## config.mk

```make
export PLATFORM = sky130hd
export DESIGN_NAME = cla_misr
export DESIGN_NICKNAME = d
export VERILOG_FILES = /design/src/rtl/cla_pkg.sv /design/src/rtl/cla_misr.sv
export SDC_FILE = /design/constraint.sdc
export NUM_CORES = 1
export LEC_CHECK = 0
export CAP_MARGIN = 30
export CORE_MARGIN = 2
export CORE_UTILIZATION = 37
export CTS_CLUSTER_DIAMETER = 40
export CTS_CLUSTER_SIZE = 25
export DETAILED_ROUTE_END_ITERATION = 12
export PLACE_DENSITY = 0.72
export SETUP_SLACK_MARGIN = 0.4
export SLEW_MARGIN = 25
export SYNTH_ARGS = -nofsm -noshare
export SYNTH_HDL_FRONTEND = slang
export SYNTH_SLANG_ARGS = --single-unit
```

## constraint.sdc

```tcl
create_clock -name clk -period 1.2 [get_ports clk]
set_input_delay 0.24 -clock clk [delete_from_list [all_inputs] [get_ports clk]]
set_output_delay 0.24 -clock clk [all_outputs]
set_load 0.03 [all_outputs]
```

## src/rtl/cla_pkg.sv

```systemverilog
// Shared types, defaults and golden model for the carry-lookahead adder
// response checker.
package cla_pkg;

    localparam int          CLA_WIDTH       = 4;
    localparam int          CLA_NUM_VECTORS = 512;
    localparam logic [15:0] CLA_MISR_POLY   = 16'h1021;
    localparam logic [15:0] CLA_MISR_SEED   = 16'hFFFF;

    typedef enum logic [1:0] {
        IDLE = 2'd0,
        RUN  = 2'd1,
        DONE = 2'd2
    } cla_state_e;

    // Ripple reference: returns {carry out of every bit, sum}.
    function automatic logic [2*CLA_WIDTH-1:0] cla_golden(
        input logic [CLA_WIDTH-1:0] a,
        input logic [CLA_WIDTH-1:0] b,
        input logic                 c0
    );
        logic [CLA_WIDTH-1:0] s;
        logic [CLA_WIDTH-1:0] c;
        logic                 cy;
        cy = c0;
        for (int k = 0; k < CLA_WIDTH; k++) begin
            s[k] = a[k] ^ b[k] ^ cy;
            cy   = (a[k] & b[k]) | (a[k] & cy) | (b[k] & cy);
            c[k] = cy;
        end
        return {c, s};
    endfunction

endpackage

```

## src/rtl/cla_misr.sv

```systemverilog
// Multiple-input signature register with synchronous seed load.
module cla_misr
    import cla_pkg::*;
#(
    parameter int               WIDTH = 16,
    parameter logic [WIDTH-1:0] POLY  = CLA_MISR_POLY,
    parameter logic [WIDTH-1:0] SEED  = CLA_MISR_SEED
) (
    input  logic             clk,
    input  logic             rst_n,
    input  logic             load_i,
    input  logic             en_i,
    input  logic [WIDTH-1:0] data_i,
    output logic [WIDTH-1:0] sig_o
);

    logic [WIDTH-1:0] sig_q;
    logic [WIDTH-1:0] sig_d;

    always_comb begin
        sig_d = sig_q;
        if (load_i) begin
            sig_d = SEED;
        end else if (en_i) begin
            sig_d = {sig_q[WIDTH-2:0], 1'b0}
                  ^ (sig_q[WIDTH-1] ? POLY : '0)
                  ^ data_i;
        end
    end

    always_ff @(posedge clk or negedge rst_n) begin
        if (!rst_n) begin
            sig_q <= SEED;
        end else begin
            sig_q <= sig_d;
        end
    end

    assign sig_o = sig_q;

endmodule

```

---- After elaboration in Yosys (flattened, before gate mapping) ----
Index checks and enable logic that the tools add are counted.
word-level totals
  memories kept ........................... 0
  latch bits .............................. 0
  logic and storage cells ................. 7
  register bits ........................... 16
  output and inout port bits .............. 16
  input bits .............................. 20
  memory bits (read-only) ................. 0
  RAM bits ................................ 0
operators by class
  divide/modulo/power cells ............... 0
  shifts and indexed selects .............. 0
  bitwise operators ....................... 2
  eq/ne operators ......................... 0
  muxes and demuxes ....................... 3
  reductions and logical operators ........ 1
  multipliers ............................. 0
  order comparisons ....................... 0
  $add $sub $neg .......................... 0
operators by type and width
  cell                                     count
  16-bit two-way mux                       2
  16-bit by 13-bit XOR with 16-bit output  1
  16-bit XOR                               1
  13-bit two-way mux                       1
  2-bit nonzero test                       1

---- Logic depth before layout (Yosys ltp) ----
  depth after elaboration ................. 5
  gate-level depth with buffers ........... 3
  mapped depth without buffers ............ 2

---- Worst setup path before layout ----
No wires, ideal clock.
  path type ............................... reg-to-reg
  start ................................... reg sig_q[15], in the netlist sig_o[15]
  end ..................................... reg sig_q[5], in the netlist sig_o[5]
  required time ........................... 1,118 ps
  period minus slack after synthesis ...... 1,443 ps
  cell stages (with the launch flop) ...... 3
  data arrival time ....................... 1,361 ps
  setup time .............................. 82 ps
  buffers on the path ..................... 0
  slack ................................... -243 ps
  path through ............................ dfstp_2 > xor3_1 > a211o_1
on the way
  longest elaborated chain between the ends .. 5
ends and longest elaborated chain
  what                                     RTL line        source
  from (decl)                              cla_misr.sv:17  logic [WIDTH-1:0] sig_q;
  from (signal assigned)                   cla_misr.sv:35  sig_q <= sig_d;
  13-bit two-way mux                       cla_misr.sv:26  ^ (sig_q[WIDTH-1] ? POLY : '0)
  16-bit by 13-bit XOR with 16-bit output  cla_misr.sv:26
  16-bit XOR                               cla_misr.sv:27  ^ data_i;
  16-bit two-way mux                       cla_misr.sv:24  end else if (en_i) begin
  16-bit two-way mux                       cla_misr.sv:22  if (load_i) begin
Every way passes these cells. The select of a mux whose other input is x is not followed.
A chain may end at the register's enable or synchronous reset.

---- Worst setup path in the final report ----
  start ................................... reg sig_q[11], in the netlist sig_o[11]
  end ..................................... reg sig_q[12], in the netlist sig_o[12]
on the way
  longest elaborated chain between the ends .. 4
ends and longest elaborated chain
  what                                     RTL line
  16-bit by 13-bit XOR with 16-bit output  cla_misr.sv:26
  16-bit XOR                               cla_misr.sv:27
  16-bit two-way mux                       cla_misr.sv:24
  16-bit two-way mux                       cla_misr.sv:22
Every way passes these cells. The select of a mux whose other input is x is not followed.

==> qor.yml <==
worst_setup_path:
  cp-end-kind: "register"
  crit_type: "reg2reg"
  cpPeakStageDelay_ps: 570
  startpoint_type: "register"
  rr_endpoint: "sig_o[12]"
  required_ps: 1420
  rrSetupSlack_ps: -100
  crit_end: "sig_o[12]"
  crit-reg2reg-launch: "sig_o[11]"
  r2r.worst_path.cells: 3
  worstPathArrival_ps: 1520
  crit_slowest_cell: "dfstp_2"
  path_cells: "buf_4 > xor3_1 > a211o_1"
  cp-startpoint: "sig_o[11]"
  critPathMaxFanout: 3
final_layout:
  seq_area_um2: 420
  largest_reg_flops: 16
  fin_cells: 151
  drive_above_1_share_pct: 52.0
  multiInputGateArea_um2: 450
  area.growth.synth_to_final_pct: 78.2
  diodes: 0
  nets: 144
  fillerInstances: 146
pwr:
  totalPowerFinal_mw: 1.60
  seq_power_share_pct: 41.4
  clock_power_share_pct: 21.9
  p_sw_mw: 0.461
  power_density_nw_per_um2: 1050
  switching_share_pct: 28.7
  p_comb_share_pct: 36.7
  p_int_mw: 1.14
  power_leakage_nw: 0.671
  ir_drop_uv: 848
clock_tree:
  clock_latency_ps: 290
  cts_buffer_depth: 2
  cts.sinks: 16
  postCtsHoldBufs: 0
  cts_made_buffers: 3
  cts_tree: "yes"
  htree_num_levels: 1
  clk_pin_slew_worst_paths_ps: 90
  clockRootBuffer: "clkbuf_4"
drt:
  wire_per_inst_um: 14.8
  vias: 729
  routed_wl_um: 2230
  drc: 0
  routed_via_density: 4.83
  first_pass_iters: 4
  drt-initial-drc-count: 9
  ant_nets: 0
sta:
  fin_crit_ps: 1300
  tns_ps: -417
  finalCritPeriodShare_pct: 109
  finalMaxSlewViolations: 0
  fmaxAchievable_mhz: 768
  maxSlewHeadroom_pct: 86.5
  finalClockSkew_ps: 3.88
  finalHoldViolCount: 0
  rsz0062_at_grt: "yes"
  fin_ws_ps: -103
  final-setup-viol-count: 17
  tightest_slew_ps: 202
placed_design:
  placed_cells: 131
  portBuffers: 35
  routabilityCongestion: 0.695
  hpwl_um: 1190
synth:
  ys_warn_count: 0
  synth_nets: 89
  synth_top_area_share_pct: 49.1
  ys_top_cells_by_area: "dfstp_2, a211o_1, xor2_1, nor2b_1, xor3_1"
  syn_avg_cell_area_um2: 12.4
  ys_seq_area_share_pct: 49.1
  yosysTopAreaCell: "dfstp_2"
  synthCells: 69
  mappedNetlistArea_um2: 856
  synth.distinct_cells: 8
  synth_seq_cells: 16
floorplan:
  start_util_pct: 39.1
  core-area_um2: 2190
  core.rowCount: 17
  die_y_um: 52.1
  dieWidth_um: 52.1
  dieArea_um2: 2710
  ios: 36
status:
  failed_checks: "setup timing"
  status: "complete, but fails checks"
grt:
  grt_pass1_wl_um: 3500
  grt_pass1_vias: 741
  grt_max_degree: 17
  antenna_found_initial: 0
  track_usage_pct: 18.2
  grt-ovfl-total: 0
min_path:
  min_path_type: "in2async"
flow_run:
  drv_cap: 0
## power groups by stage
stage	combinational [mW]	clock (mW)	sequential [mW]
2_1_floorplan	0.154	0	0.764
6_report	0.588	0.351	0.664
3_5_place_dp	0.434	0	0.671
5_1_grt	0.622	0.394	0.671
4_1_cts	0.542	0.368	0.665
3_3_place_gp	0.428	0	0.671
## cell usage in the layout, fill, tap and decap left out
master	netlist	layout
nor2b_1	15	12
buf_6	0	23
xor3_1	2	2
nor2b_2	1	4
a211o_1	16	16
clkbuf_8	0	1
buf_12	0	1
xor2_2	0	4
bufbuf_16	0	1
clkdlybuf4s50_1	0	18
buf_4	0	11
clkbuf_4	0	3
dfstp_2	16	16
dlygate4sd2_1	0	1
xor2_1	14	10
## kinds of logic (layout without fill, tap and decap cells)
group                     after synthesis  after routing  share of synthesized area (%)
AOI/OAI and AO/OA                      16             16                           16.4
xor gates and xnor gates               16             16                           19.9
DFF                                    16             16                           49.1
and+or+nand+nor                        16             16                           12.0
buffers and inverters                   5             59                           2.63
## critical path: cells and delay by family (launching register included)
| kind | cells | cell delay, ps |
|---|---|---|
| AO/OA/AOI/OAI | 1 | 260 |
| XOR/XNOR | 1 | 290 |
| buffers and inverters | 1 | 120 |
| flip-flops | 1 | 570 |
## worst min-delay path by stage
| stage | cells after the start | endpoint | start |
|---|---|---|---|
| after floorplan | 0 | sig_o[0] | rst_n |
| after global placement | 2 | sig_o[11] | sig_o[10] |
| after detailed placement | 2 | sig_o[2] | sig_o[1] |
| after CTS | 2 | sig_o[13] | rst_n |
| after global routing | 2 | sig_o[9] | rst_n |
| final | 2 | sig_o[15] | rst_n |
## metal layers
metal / track usage (%) / vias up / routed length [um]
met1: 21.4 / 362 / 884
met3: 2.59 / 4 / 62
li1: - / 345 / -
met5: 0 / - / 0
met4: 10.5 / 0 / 36
met2: 31.4 / 18 / 1250
## through the flow
step | area (um^2) | utilization (%) | setup slack (ps) | hold WS [ps]
detailed placement | 1220 | 55.7 | -270 | 663
floorplan | 856 | - | -114 | 92.2
CTS | 1450 | 66.2 | -81.2 | 492
global placement | 1220 | 55.7 | -247 | 646
finish | 1530 | 69.6 | -103 | 490
global route | 1530 | 69.6 | -119 | 514
## Yosys cell counts
library cell   n
a211o_1       16
buf_2          3
clkbuf_1       2
dfstp_2       16
nor2b_1       15
nor2b_2        1
xor2_1        14
xor3_1         2
## cell type report
| type | instances | share of cell area, % |
|---|---|---|
| tap | 28 | 2.30 |
| sequential | 16 | 27.6 |
| timing repair buffer | 55 | 38.2 |
| clock buffer | 4 | 2.38 |
| multi-input combinational | 48 | 29.5 |
## repair_timing
action                     in CTS  in global routing
gates cloned                    1                  0
setup endpoints to repair      32                 32
buffers inserted               10                  5
gates resized for setup        23                  8
pin swaps                       3                  5
hold endpoints to repair        0                  0
(Power assumes the default switching activity.)
==> RTL change 1 (same settings) <==
`WIDTH`: 16 -> 18.
--- a/src/rtl/cla_misr.sv
+++ b/src/rtl/cla_misr.sv
@@ -2,7 +2,7 @@
 module cla_misr
     import cla_pkg::*;
 #(
-    parameter int               WIDTH = 16,
+    parameter int               WIDTH = 18,
     parameter logic [WIDTH-1:0] POLY  = CLA_MISR_POLY,
     parameter logic [WIDTH-1:0] SEED  = CLA_MISR_SEED
 ) (
Interface: changed (resized data_i and sig_o); port bits go from 36 to 40. The function was not compared with the original's and may differ.
==> RTL change 1 against the original RTL <==
- the run still ends with negative setup slack left
- clock skew is 0.0025 ns higher
- critical endpoint is now sig_o[13]
- area after synthesis grew 13%
- worst setup slack improved by 0.064 ns
- largest cell class unchanged
- power up 8.6%
- cell area up 15%
- sequential cell count is 2 higher
- wire length up 9.0%
==> RTL change 1: results (changes against the original RTL) <==
The met1 capacity usage during global routing is 0.2082 (-0.005437). The final-layout worst hold slack was 0.2614 ns (-0.2288 ns). The worst clock skew came to 0.006424 ns (+0.002546 ns). The leakage power is 0.7662 nW (+14%). The data arrival time of the critical path is 1.00 ns (-0.52 ns). The worst-case register-to-register setup slack came out at 0 ns (+0.10 ns). Yosys attributes the largest share of cell area to dfstp_2, a211o_1, xor2_1. The setup total negative slack came out at -0.3776 ns (+0.03919 ns). The number of flip-flops in the largest register is 18 (+2). The sequential-to-total area share from yosys stat is 0.4883 (-0.002916). The count of endpoints failing setup in the final report is 17 (unchanged). The number of global-route vias before repair was 803 (+8.4%).

Among all stages on the critical path, the largest delay is contributed by dfstp_2. The switching power as a share of total power came to 0.3027 (+0.01526). The first-iteration detailed-routing DRC count is 11 (+2). The peak ir drop on the vdd network came out at 0.6277 mV (-26%). The worst slack after detailed placement came to -0.2684 ns (+0.001626 ns). The aggregate global-route resource usage came to 0.1697 (-0.01256).

The post-route worst setup slack is -0.03916 ns (+0.06365 ns). The number of nets in the synthesized netlist is 99 (+11%). The fraction of final layout cells sized beyond drive strength 1 is 0.5310 (+0.01071).

The clock-pin slew of the registers on the worst-case setup and hold paths was 0.11 ns (+0.02 ns). The global routing usage on met2 came to 0.2976 (-0.01673). The number of distinct library cells after synthesis is 13 (+5). The run finished, with violations left. The detailed-route wire length is 2435 um (+9.0%). The checks that failed: negative setup slack.

The final weighted congestion in routability-driven placement came out at 0.6964 (+0.24%). The largest fanout on the critical path came out at 3 (unchanged). The number of filler cells placed in the layout came out at 170 (+16%). The met3 capacity usage during global routing is 0.008065 (-0.01780).

The pin count of the biggest net entering global routing came out at 19 (+2). Counting instances in the post-synthesis netlist gives the leading cell types as a211o_1, dfstp_2, xor2_1, nor2b_1, and2b_1. The number of slew-limit violations in the final report came out at 0 (unchanged). The length of routed met2 wiring came to 1251 um (about the same).

The post-detailed-placement half-perimeter wirelength came out at 1500 um (+26%). The post-CTS setup buffer count is 19 (+9). The routed length on met1 is 1043 um (+18%). The average via count per standard cell came out at 4.851 (+0.49%). The count of buffers from port buffering came out at 39 (+11%). The number of nets in the layout is 168 (+17%). The relative contribution of sequential cells to total power came out at 0.426 (+0.012).

The total iterations of the first detailed-routing run is 4 (unchanged).
## RTL change 1: stage by stage
step	std cells	util
6_report	175	0.7051
5_1_grt	175	0.7051
4_1_cts	172	0.6742
3_5_place_dp	148	0.5611
3_3_place_gp	148	0.5611
2_1_floorplan	77	-
## RTL change 1: cells by family (layout without fill, tap and decap cells)
logic type / after synthesis / count (layout) / synth area share
AO/OA/AOI/OAI: 18 / 18 / 0.1610
XOR/XNOR: 18 / 18 / 0.1948
flip-flops: 18 / 18 / 0.4883
AND/OR/NAND/NOR: 18 / 18 / 0.1182
buffers and inverters: 5 / 73 / 0.03766
## RTL change 1: power by group through the flow
stage	Combinational, mW	Clock [mW]	Sequential (mW)
CTS	0.639	0.327	0.741
detailed placement	0.492	0	0.754
finish	0.678	0.322	0.741
global route	0.723	0.365	0.746
floorplan	0.173	0	0.854
global placement	0.484	0	0.752
## RTL change 1: worst max-delay path by stage
| stage | from | to | slack (ns) | cells past startpoint |
|---|---|---|---|---|
| 2_1_floorplan | sig_o[17]$_DFFE_PN0P_ | sig_o[5]$_DFFE_PN1P_ | -0.04 | 2 |
| 3_3_place_gp | data_i[12] | sig_o[12]$_DFFE_PN1P_ | -0.23 | 3 |
| 3_5_place_dp | en_i | sig_o[14]$_DFFE_PN1P_ | -0.27 | 4 |
| 4_1_cts | sig_o[13]$_DFFE_PN1P_ | sig_o[13] | -0.04 | 1 |
| 5_1_grt | sig_o[13]$_DFFE_PN1P_ | sig_o[13] | -0.08 | 1 |
| 6_report | sig_o[13]$_DFFE_PN1P_ | sig_o[13] | -0.04 | 1 |
## RTL change 1: cell type report
class,instances,area [sq um],area share
clock buffers,4,26.28,0.01504
multi-input cells,54,509.2,0.2915
flip-flops and latches,18,473.0,0.2708
well taps,30,37.54,0.02149
repair buffers,69,700.7,0.4011
==> RTL change 2 (same settings) <==
Made on the original files. Make the reset (`rst_n`) synchronous in one clocked block.
--- a/src/rtl/cla_misr.sv
+++ b/src/rtl/cla_misr.sv
@@ -28,7 +28,7 @@
         end
     end
 
-    always_ff @(posedge clk or negedge rst_n) begin
+    always_ff @(posedge clk) begin
         if (!rst_n) begin
             sig_q <= SEED;
         end else begin
Behaviour: differs if rst_n is asserted again (counterexample within 4 cycles, from zero or initial values and one cycle with rst_n low); with rst_n held inactive, the same outputs for 10 cycles.
==> RTL change 2 against the original RTL <==
- power fell by 15%
- die area fell by 12%
- worst setup slack improved by 0.27 ns
- combinational power fell by 27%
- area after synthesis fell by 13%
- highest routed layer unchanged
- sequential cell count did not move
- wire length fell by 1.3%
- first-iteration DRC count did not move
- cell area rose by 3.0%
==> RTL change 2: results (changes against the original RTL) <==
The run finished with clean final reports. The length of routed met2 wiring is 1117 um (-11%). The average via count per standard cell is 4.698 (-2.7%). The count of mapped cells out of synthesis came out at 70 (+1.4%). The count of buffers from port buffering came to 35 (unchanged). The global-route congestion overflow total is 0 (unchanged). The post-detailed-placement cell area came out at 1147 sq um (-6.0%). The routed length on met1 came out at 990 um (+12%).

The fraction of synthesis flops using an asynchronous set or reset pin was 0 (-1.000). The total iterations of the first detailed-routing run is 4 (unchanged). The cell class contributing the biggest share of worst-path delay is flip-flops.

The multiplexer share of the synthesized area came out at 0 (unchanged). The fraction of final layout cells sized beyond drive strength 1 came out at 0.5909 (+0.07058). The number of nets in the synthesized netlist is 90 (+1.1%). The final weighted congestion in routability-driven placement came out at 0.6555 (-5.6%). The number of distinct library cells after synthesis came to 12 (+4). The sequential-to-total area share from yosys stat is 0.4303 (-0.06098). The aggregate global-route resource usage is 0.1982 (+0.01590). The fraction of synthesized cell area in xor and xnor cells is 0.2252 (+0.02638).

The clock latency on the worst-skew pair is 0.28 ns. The total count of hold-check failures in the final report is 0 (unchanged). The peak ir drop on the vdd network is 0.7134 mV (-16%). The number of flip-flops in the largest register came out at 16 (unchanged). The leakage power came out at 0.7116 nW (+6.0%). Among all flip-flop cells after synthesis, the most frequent one is dfxtp_1.

The worst clock skew is 0.004104 ns (+0.0002261 ns). The relative slew slack was 0.8872 (+0.02185). The worst min-delay path category is in2reg. The first-iteration detailed-routing DRC count is 9 (unchanged). The largest fanout on the critical path came to 4 (+1).

The average wire per standard cell came out at 13.87 um (-6.2%). The share of the synthesized area in compound gates (AO/OA/AOI/OAI) came out at 0.1681 (+0.004325). The maximum buffer depth of the clock tree is 2 (unchanged).

The first-pass GRT wire length is 3594 um (+2.7%). The switching power as a share of total power is 0.2675 (-0.01993). The pin count of the biggest net entering global routing came out at 10 (-7). CTS placed an instance of clkbuf_4 at the clock tree root.

The met3 layer wire length in the routed design is 80 um (+29%). The post-detailed-placement half-perimeter wirelength is 1371 um (+15%). On the critical path, the stage with the largest delay is an instance of dfxtp_4. The number of nets in the layout is 153 (+6.3%).

The highest cell delay on the worst timing path is 0.38 ns (-0.19 ns). The clock-pin slew of the registers on the worst-case setup and hold paths is 0.09 ns (about the same). The fraction of the mapped netlist area in adder cells was 0 (unchanged). The cell count after placement is 135 (+3.1%). The highest metal layer carrying signal wires in the routed design is met4. The data arrival time of the critical path came to 0.79 ns (-0.73 ns). The detailed-route wire length is 2205 um (-1.3%). The number of antenna violations at the first check in global routing is 0 (unchanged). The antenna cell count came out at 0 (unchanged). By area the synthesized netlist is led by dfxtp_1, xnor2_1, o211ai_1. The number of remaining DRC errors is 0 (unchanged). The total number of H-tree levels came out at 1 (unchanged).

The number of global-route vias before repair came out at 806 (+8.8%). The commonest cells after synthesis are dfxtp_1, nand2b_1, o211ai_1, xnor2_1.
==> RTL change 2: changes by cell type after synthesis, moves of 2 or more <==
cell / before / now
a211o_1: 16 / 0
dfstp_2: 16 / 0
dfxtp_1: 0 / 16
nand2b_1: 0 / 15
o211ai_1: 0 / 15
nor2b_1: 15 / 1
xnor2_1: 0 / 14
xor2_1: 14 / 0
buf_2: 3 / 1
xnor3_1: 0 / 2
xor3_1: 2 / 0
==> RTL change 2: what timing repair did <==
item	in CTS	in global routing
setup endpoints to repair	32	31
hold endpoints to repair	0	0
buffers inserted	13	7
gates resized for setup	44	11
pin swaps	16	19
cloned	0	0
==> RTL change 2: metrics by stage <==
step	hold slack, ns	total power [mW]	utilization	setup slack (ns)
CTS	0.4618	1.338	0.7624	0.1539
finish	0.4677	1.366	0.8171	0.1673
global placement	0.4895	0.8872	0.5970	-0.08673
global route	0.4761	1.435	0.8171	0.1297
floorplan	0.4298	0.7536	-	0.2738
detailed placement	0.4985	0.8938	0.5970	-0.1575
==> RTL change 2: final cells by class <==
cell class | count | area (sq um)
timing repair buffer | 62 | 640.6
inverter | 1 | 3.754
multi-input combinational | 49 | 505.5
tap | 27 | 33.78
fill | 129 | 351.6
sequential | 16 | 350.3
clock buffer | 4 | 36.28
==> RTL change 2: power by group through the flow <==
| stage | Sequential [mW] | Combinational [mW] | Clock, mW |
|---|---|---|---|
| finish | 0.580 | 0.430 | 0.356 |
| global route | 0.583 | 0.456 | 0.396 |
| CTS | 0.579 | 0.394 | 0.365 |
| detailed placement | 0.595 | 0.299 | 0 |
| global placement | 0.594 | 0.293 | 0 |
| floorplan | 0.641 | 0.113 | 0 |
==> RTL change 2: cell families (layout without fill, tap and decap cells) <==
group                  Yosys count  in the layout
AND/OR/NAND/NOR                 17             17
XOR/XNOR                        16             16
buffers and inverters            5             67
flip-flops                      16             16
AO/OA/AOI/OAI                   16             16
==> RTL change 2: worst min-delay path, cell delays in order <==
cell           delay (ns)
dlygate4sd2_1        0.24
nor2b_4              0.05
buf_6                0.13
o211ai_2             0.05
==> RTL change 2: path summary, 6_finish.rpt <==
check	from	end	slack, ns	depth (start not counted)
worst max-delay path	sig_o[15]$_SDFFE_PP1P_	sig_o[15]	0.17	1
worst min-delay path	load_i	sig_o[5]$_SDFFE_PP1P_	0.47	4
worst max register to register	sig_o[11]$_SDFFE_PP1P_	sig_o[12]$_SDFFE_PP1P_	0.20	2
worst min register to register	sig_o[11]$_SDFFE_PP1P_	sig_o[11]$_SDFFE_PP1P_	0.52	2
==> RTL change 2: layer usage <==
layer | global-route usage | up-vias
met2 | 0.3447 | 22
met5 | 0 | -
met4 | 0.07143 | 0
met1 | 0.2382 | 356
met3 | 0.04601 | 2
li1 | - | 367
